==> config.mk <==
export PLATFORM = sky130hd
export DESIGN_NAME = keypad_scanner
export DESIGN_NICKNAME = d
export VERILOG_FILES = /design/src/rtl/keypad_scanner.sv
export SDC_FILE = /design/constraint.sdc
export NUM_CORES = 1
export LEC_CHECK = 0
export CAP_MARGIN = 25
export CORE_MARGIN = 8
export CORE_UTILIZATION = 59
export DETAILED_ROUTE_END_ITERATION = 12
export PLACE_DENSITY = 0.87
export SKIP_CTS_REPAIR_TIMING = 1
export SKIP_LAST_GASP = 1
export SLEW_MARGIN = 20
export SYNTH_ARGS = -nofsm -noshare
export SYNTH_HDL_FRONTEND = slang
export SYNTH_SLANG_ARGS = --single-unit
==> constraint.sdc <==
create_clock -name sys_clk -period 9.5 [get_ports sys_clk]
set_input_delay 1.9 -clock sys_clk [delete_from_list [all_inputs] [get_ports sys_clk]]
set_output_delay 1.9 -clock sys_clk [all_outputs]
set_load 0.02 [all_outputs]
==> src/rtl/keypad_scanner.sv <==
// rtl/keypad_scanner.sv - 4x3 matrix keypad scanner with press/release debounce
//
// Purpose: drives the keypad rows one at a time, samples the columns once per
// row dwell, debounces presses and releases, and presents a 4-bit key code
// (0-9 digits, 4'hA load, 4'hB clear, 4'hF no key).
//
// Ports:
//   sys_clk    in   system clock, all logic on the rising edge
//   sys_rst    in   asynchronous active-high reset
//   col_n[2:0] in   keypad columns, active-low, asynchronous to sys_clk
//   row_n[3:0] out  keypad row drive, active-low, exactly one bit low
//   key_code   out  debounced code of the held key, 4'hF when none
//   key_valid  out  one-cycle pulse per accepted press
//   key_held   out  high while an accepted key is held
module keypad_scanner #(
  parameter int SCAN_DIV     = 50000,
  parameter int DEBOUNCE_CNT = 10
) (
  input  logic       sys_clk,
  input  logic       sys_rst,
  input  logic [2:0] col_n,
  output logic [3:0] row_n,
  output logic [3:0] key_code,
  output logic       key_valid,
  output logic       key_held
);

  localparam int DIV_W = (SCAN_DIV > 1) ? $clog2(SCAN_DIV) : 1;
  localparam int CNT_W = $clog2(DEBOUNCE_CNT + 1);
  localparam logic [DIV_W-1:0] DIV_LAST = DIV_W'(SCAN_DIV - 1);
  localparam logic [CNT_W-1:0] CNT_LAST = CNT_W'(DEBOUNCE_CNT - 1);

  typedef enum logic [1:0] {
    S_SCAN,
    S_DEBOUNCE,
    S_HELD
  } state_t;

  state_t           r_state;
  logic [2:0]       r_sync1;
  logic [2:0]       r_sync2;
  logic [DIV_W-1:0] r_div;
  logic [CNT_W-1:0] r_cnt;
  logic [1:0]       r_row;
  logic [3:0]       r_row_n;
  logic [3:0]       r_cand;
  logic [3:0]       r_key_code;
  logic             r_key_valid;
  logic             r_key_held;

  logic       w_tick;
  logic       w_hit;
  logic [1:0] w_col;
  logic [3:0] w_code;
  logic [1:0] w_row_next;
  logic [3:0] w_row_n_next;

  assign row_n     = r_row_n;
  assign key_code  = r_key_code;
  assign key_valid = r_key_valid;
  assign key_held  = r_key_held;

  // Two-flop synchronizer; reset to "all released" so no phantom hit.
  always_ff @(posedge sys_clk or posedge sys_rst) begin
    if (sys_rst) begin
      r_sync1 <= 3'b111;
      r_sync2 <= 3'b111;
    end else begin
      r_sync1 <= col_n;
      r_sync2 <= r_sync1;
    end
  end

  // Free-running dwell counter; the row only changes right after a tick,
  // which leaves SCAN_DIV-1 cycles for the synchronizer to settle.
  always_ff @(posedge sys_clk or posedge sys_rst) begin
    if (sys_rst) begin
      r_div <= '0;
    end else if (w_tick) begin
      r_div <= '0;
    end else begin
      r_div <= r_div + DIV_W'(1);
    end
  end

  assign w_tick = (r_div == DIV_LAST);
  assign w_hit  = ~&r_sync2;
  // Lowest active column wins when several are low.
  assign w_col  = !r_sync2[0] ? 2'd0 : (!r_sync2[1] ? 2'd1 : 2'd2);

  assign w_row_next   = r_row + 2'd1;
  assign w_row_n_next = ~(4'b0001 << w_row_next);

  // Rows 0-2 carry digits 1-9 in order; row 3 is A, 0, B.
  always_comb begin
    w_code = 4'hF;
    if (r_row == 2'd3) begin
      case (w_col)
        2'd0:    w_code = 4'hA;
        2'd1:    w_code = 4'h0;
        default: w_code = 4'hB;
      endcase
    end else begin
      w_code = ({2'b00, r_row} * 4'd3) + {2'b00, w_col} + 4'd1;
    end
  end

  always_ff @(posedge sys_clk or posedge sys_rst) begin
    if (sys_rst) begin
      r_state     <= S_SCAN;
      r_cnt       <= '0;
      r_row       <= 2'd0;
      r_row_n     <= 4'b1110;
      r_cand      <= 4'hF;
      r_key_code  <= 4'hF;
      r_key_valid <= 1'b0;
      r_key_held  <= 1'b0;
    end else begin
      r_key_valid <= 1'b0;
      if (w_tick) begin
        case (r_state)
          S_SCAN: begin
            if (w_hit) begin
              // Freeze the row on the first sighting of a key.
              r_cand  <= w_code;
              r_cnt   <= CNT_W'(1);
              r_state <= S_DEBOUNCE;
            end else begin
              r_row   <= w_row_next;
              r_row_n <= w_row_n_next;
            end
          end
          S_DEBOUNCE: begin
            if (w_hit && (w_code == r_cand)) begin
              if (r_cnt == CNT_LAST) begin
                r_key_code  <= r_cand;
                r_key_valid <= 1'b1;
                r_key_held  <= 1'b1;
                r_cnt       <= '0;
                r_state     <= S_HELD;
              end else begin
                r_cnt <= r_cnt + CNT_W'(1);
              end
            end else begin
              r_cnt   <= '0;
              r_row   <= w_row_next;
              r_row_n <= w_row_n_next;
              r_state <= S_SCAN;
            end
          end
          S_HELD: begin
            // Any contact restarts the release count, even a different key.
            if (w_hit) begin
              r_cnt <= '0;
            end else if (r_cnt == CNT_LAST) begin
              r_key_code <= 4'hF;
              r_key_held <= 1'b0;
              r_cnt      <= '0;
              r_row      <= w_row_next;
              r_row_n    <= w_row_n_next;
              r_state    <= S_SCAN;
            end else begin
              r_cnt <= r_cnt + CNT_W'(1);
            end
          end
          default: begin
            r_cnt   <= '0;
            r_state <= S_SCAN;
          end
        endcase
      end
    end
  end

endmodule

==> out/summary.txt <==
FLOORPLANNING
--------------------------------------------------------------------------------------------------
Area of the core ....................................................................     3970 um2
Die span in y .......................................................................      80.2 um
Full die area .......................................................................     6420 um2
Initial Util ........................................................................        61.2%
Die extent in x .....................................................................      80.2 um
Number of top-level pins ............................................................           15
Placement Rows ......................................................................           23

SYNTH
--------------------------------------------------------------------------------------------------
Most common cell in the synthesized netlist ......................................... sky130_fd_sc_hd__dfrtp_1
Share of the yosys chip area belonging to registers .................................        46.2%
Most used flip-flop cell after synthesis ............................................ sky130_fd_sc_hd__dfrtp_1
Number of distinct library cell variants in the gate-level netlist after synthesis ..           52
Synthesis warning total .............................................................            0
Number of enable flip-flop cells after synthesis ....................................            0
Ranking of synthesized cells by instance count ...................................... 27 x sky130_fd_sc_hd__dfrtp_1, 26 x sky130_fd_sc_hd__nor2_1, 19 x sky130_fd_sc_hd__inv_1, 17 x sky130_fd_sc_hd__dfstp_2, 15 x sky130_fd_sc_hd__nand2_1
Synthesized net count ...............................................................          247
Main area contributors after synthesis .............................................. sky130_fd_sc_hd__dfrtp_1 28%, sky130_fd_sc_hd__dfstp_2 18%, sky130_fd_sc_hd__ha_1 4.1%, sky130_fd_sc_hd__nor2_1 4.0%, sky130_fd_sc_hd__xor2_1 4.0%
Gate count of the mapped netlist ....................................................          232
Yosys top cell by area .............................................................. sky130_fd_sc_hd__dfrtp_1
Average cell area after synthesis ...................................................     10.5 um2
Proportion of register bits with asynchronous set or reset after synthesis ..........         100%
Mapped Area .........................................................................     2430 um2
Synthesized flop and latch total ....................................................           44
Proportion of netlist area held by the largest area contributor .....................        27.8%

POWER AND IR DROP
--------------------------------------------------------------------------------------------------
Cell area power density .............................................................   118 nW/um2
LEAKAGE .............................................................................      1.08 nW
Peak VDD IR .........................................................................    0.0803 mV

FINISH
--------------------------------------------------------------------------------------------------
Nets ................................................................................          261
Diodes inserted .....................................................................            0
Finished Core Util ..................................................................        67.3%
Post-route non-filler standard cell count ...........................................          297
Proportion of layout cells with a drive suffix above 1 ..............................        15.8%
P&R area growth vs syn ..............................................................        10.1%

PLACEMENT
--------------------------------------------------------------------------------------------------
Post-DP HPWL ........................................................................      3210 um
Weighted congestion reported at the end of routability-driven placement .............        0.842
Number of I/O port buffers ..........................................................           14
Dpl ws ..............................................................................      6.24 ns
Number of placed instances with taps included .......................................          289

TIMING
--------------------------------------------------------------------------------------------------
Setup violation total in the final timing report ....................................            0
Worst Skew ..........................................................................    0.0105 ns
Final TNS setup .....................................................................         0 ns
Unrepaired setup endpoints after global routing .....................................           no
Final hold viol count ...............................................................            0
Worst Tran Pin Value ................................................................     0.569 ns
Final critical-path share of the clock period .......................................        35.4%
Worst Setup Slack, final ............................................................      6.14 ns
Worst slew margin relative to its limit .............................................        61.8%
Final slew viol count ...............................................................            0
Shortest clock period the worst path allows after layout ............................      3.36 ns
Maximum frequency from static timing analysis .......................................      297 MHz

SETUP PATH
--------------------------------------------------------------------------------------------------
Category of the critical setup timing path ..........................................   reg -> out
Endpoint class of the critical path .................................................  output port
Bufs and invs on worst path .........................................................            1
Maximum cell stage delay along the critical path ....................................      0.60 ns
Cell with the largest stage delay on the worst path ................................. sky130_fd_sc_hd__clkdlybuf4s50_1
Reg2Reg Launch Point ................................................................   r_sync2[0]
Series of cell instances along the critical path .................................... clkdlybuf4s50_1
Worst reg-to-reg path cell count ....................................................            9
Critical path startpoint category ...................................................     register
Reg2Reg Capture Point ...............................................................     row_n[0]
Internal reg-to-reg setup slack .....................................................      6.23 ns
Endpoint required time on the critical path .........................................      7.60 ns
CP arrival ..........................................................................      1.46 ns
Cell family with most CP delay ...................................................... buffers and inverters
Maximum fanout encountered on the critical timing path ..............................            3

DETAILED ROUTING
--------------------------------------------------------------------------------------------------
Iteration-0 DRC Markers .............................................................          192
Average routed wire per standard cell ...............................................      14.8 um
Highest signal layer in the routed design ...........................................         met4
Drt via density .....................................................................         5.85
Routed WL ...........................................................................      4400 um
Post-route antenna net violation count ..............................................            0
DRC violations left .................................................................            0
Metal-1 WL ..........................................................................      2000 um
Length of routed met3 wiring ........................................................       222 um
WL met2 .............................................................................      2090 um
Drt first pass iters ................................................................            4
Routed vias .........................................................................         1737

GLOBAL ROUTING
--------------------------------------------------------------------------------------------------
Leftover overflow at the end of global routing ......................................            0
GRT Overall Usage ...................................................................        14.9%
Maximum number of pins on one net before global-route repair ........................           45
Number of antenna violations at the first check in global routing ...................            0
Number of global-route vias before repair ...........................................         1691
First-pass GRT wire length ..........................................................      7620 um

CLOCK TREE
--------------------------------------------------------------------------------------------------
Clock transition time at the flip-flop clock pins of the worst setup and hold paths .      0.08 ns
Clock sink total ....................................................................           44
CTS tree ............................................................................          yes
Number of H-tree levels .............................................................            2
CTS root buf ........................................................................ sky130_fd_sc_hd__clkbuf_8
Total CTS buffers ...................................................................            5
Worst skew pair latency .............................................................      0.30 ns
Clk buf depth .......................................................................            2

HOLD PATH
--------------------------------------------------------------------------------------------------
Worst min path class ................................................................   reg -> reg
Destination of the worst hold path ..................................................   r_sync2[2]
Worst Hold Depth ....................................................................            0
HP Start ............................................................................   r_sync1[2]

STATUS
--------------------------------------------------------------------------------------------------
Result of the run ................................................................... finished, final reports clean

RUN
--------------------------------------------------------------------------------------------------
Max Cap Violations ..................................................................            0

-- metal layers --
layer / global-route usage [%] / up-vias
li1: - / 846
met2: 24.6 / 43
met5: 0 / -
met3: 3.79 / 9
met1: 17.8 / 839
met4: 6.73 / 0
-- worst max-delay path by stage --
stage	startpoint	endpoint	slack, ns	cells after the start
global placement	r_sync2[0]	row_n[0]	6.31	9
CTS	key_code[1]	key_code[1]	6.12	1
global route	r_sync2[0]	key_code[1]	6.07	9
detailed placement	r_sync2[0]	row_n[0]	6.24	9
finish	key_code[1]	key_code[1]	6.14	1
floorplan	r_sync2[0]	row_n[0]	6.47	10
-- kinds of logic after synthesis --
logic type | count (synthesis) | share of synthesized area [%]
AOI/OAI and AO/OA | 37 | 13.4
xor gates and xnor gates | 17 | 6.70
adders and majority gates | 10 | 5.77
buffers and inverters | 27 | 4.89
DFF | 44 | 46.2
muxes | 8 | 3.76
and+or+nand+nor | 89 | 19.3
-- state kept, by name, indices dropped and copies added (netlist names) --
register / count
r_sync2: 3
key_valid: 1
r_state: 2
r_cnt: 4
r_row: 2
key_held: 1
key_code: 4
r_cand: 4
r_div: 16
row_n: 4
r_sync1: 3
-- final cells by class --
cell class                 count  area (um2)
timing repair buffer          15         148
multi-input combinational    161        1190
inverter                      19        71.3
clock inverter                 3        13.8
fill                         304        1300
sequential                    44        1120
clock buffer                   5        68.8
tap                           50        62.6
-- cell usage in the layout, fill, tap and decap left out, types with 2 or more instances in the layout --
| master | instances |
|---|---|
| sky130_fd_sc_hd__a221oi_1 | 4 |
| sky130_fd_sc_hd__xnor2_1 | 5 |
| sky130_fd_sc_hd__a31oi_1 | 3 |
| sky130_fd_sc_hd__fa_1 | 2 |
| sky130_fd_sc_hd__o22ai_1 | 2 |
| sky130_fd_sc_hd__nor4bb_1 | 2 |
| sky130_fd_sc_hd__nand2b_1 | 6 |
| sky130_fd_sc_hd__nand2_1 | 15 |
| sky130_fd_sc_hd__inv_1 | 19 |
| sky130_fd_sc_hd__mux2_4 | 2 |
| sky130_fd_sc_hd__clkinv_2 | 2 |
| sky130_fd_sc_hd__nand3_1 | 11 |
| sky130_fd_sc_hd__o21ai_0 | 8 |
| sky130_fd_sc_hd__nor3_1 | 5 |
| sky130_fd_sc_hd__clkbuf_8 | 5 |
| sky130_fd_sc_hd__dfrtp_1 | 27 |
| sky130_fd_sc_hd__and4_1 | 2 |
| sky130_fd_sc_hd__mux2i_1 | 5 |
| sky130_fd_sc_hd__o31ai_1 | 2 |
| sky130_fd_sc_hd__a21oi_1 | 4 |
| sky130_fd_sc_hd__xor2_1 | 11 |
| sky130_fd_sc_hd__nand4_1 | 7 |
| sky130_fd_sc_hd__dfstp_2 | 17 |
| sky130_fd_sc_hd__nor2_1 | 26 |
| sky130_fd_sc_hd__and3_1 | 4 |
| sky130_fd_sc_hd__ha_1 | 8 |
| sky130_fd_sc_hd__a21boi_0 | 2 |
| sky130_fd_sc_hd__clkdlybuf4s50_1 | 14 |
| sky130_fd_sc_hd__and2_1 | 2 |
-- report_power, final --
part | internal (mW) | total [mW] | switching, mW
clock | 0.0499 | 0.112 | 0.0623
sequential | 0.190 | 0.190 | 0.000690
combinational | 0.00508 | 0.0138 | 0.00876
total | 0.245 | 0.317 | 0.0718
-- per-stage QoR --
| step | power [mW] | hold slack (ns) | cell area, um2 |
|---|---|---|---|
| detailed placement | 0.208 | 0.347 | 2590 |
| global placement | 0.207 | 0.346 | 2590 |
| CTS | 0.321 | 0.358 | 2670 |
| finish | 0.317 | 0.357 | 2670 |
| global route | 0.328 | 0.360 | 2670 |
| floorplan | 0.203 | 0.345 | 2430 |
No activity file was read; power rests on OpenSTA's default activity.
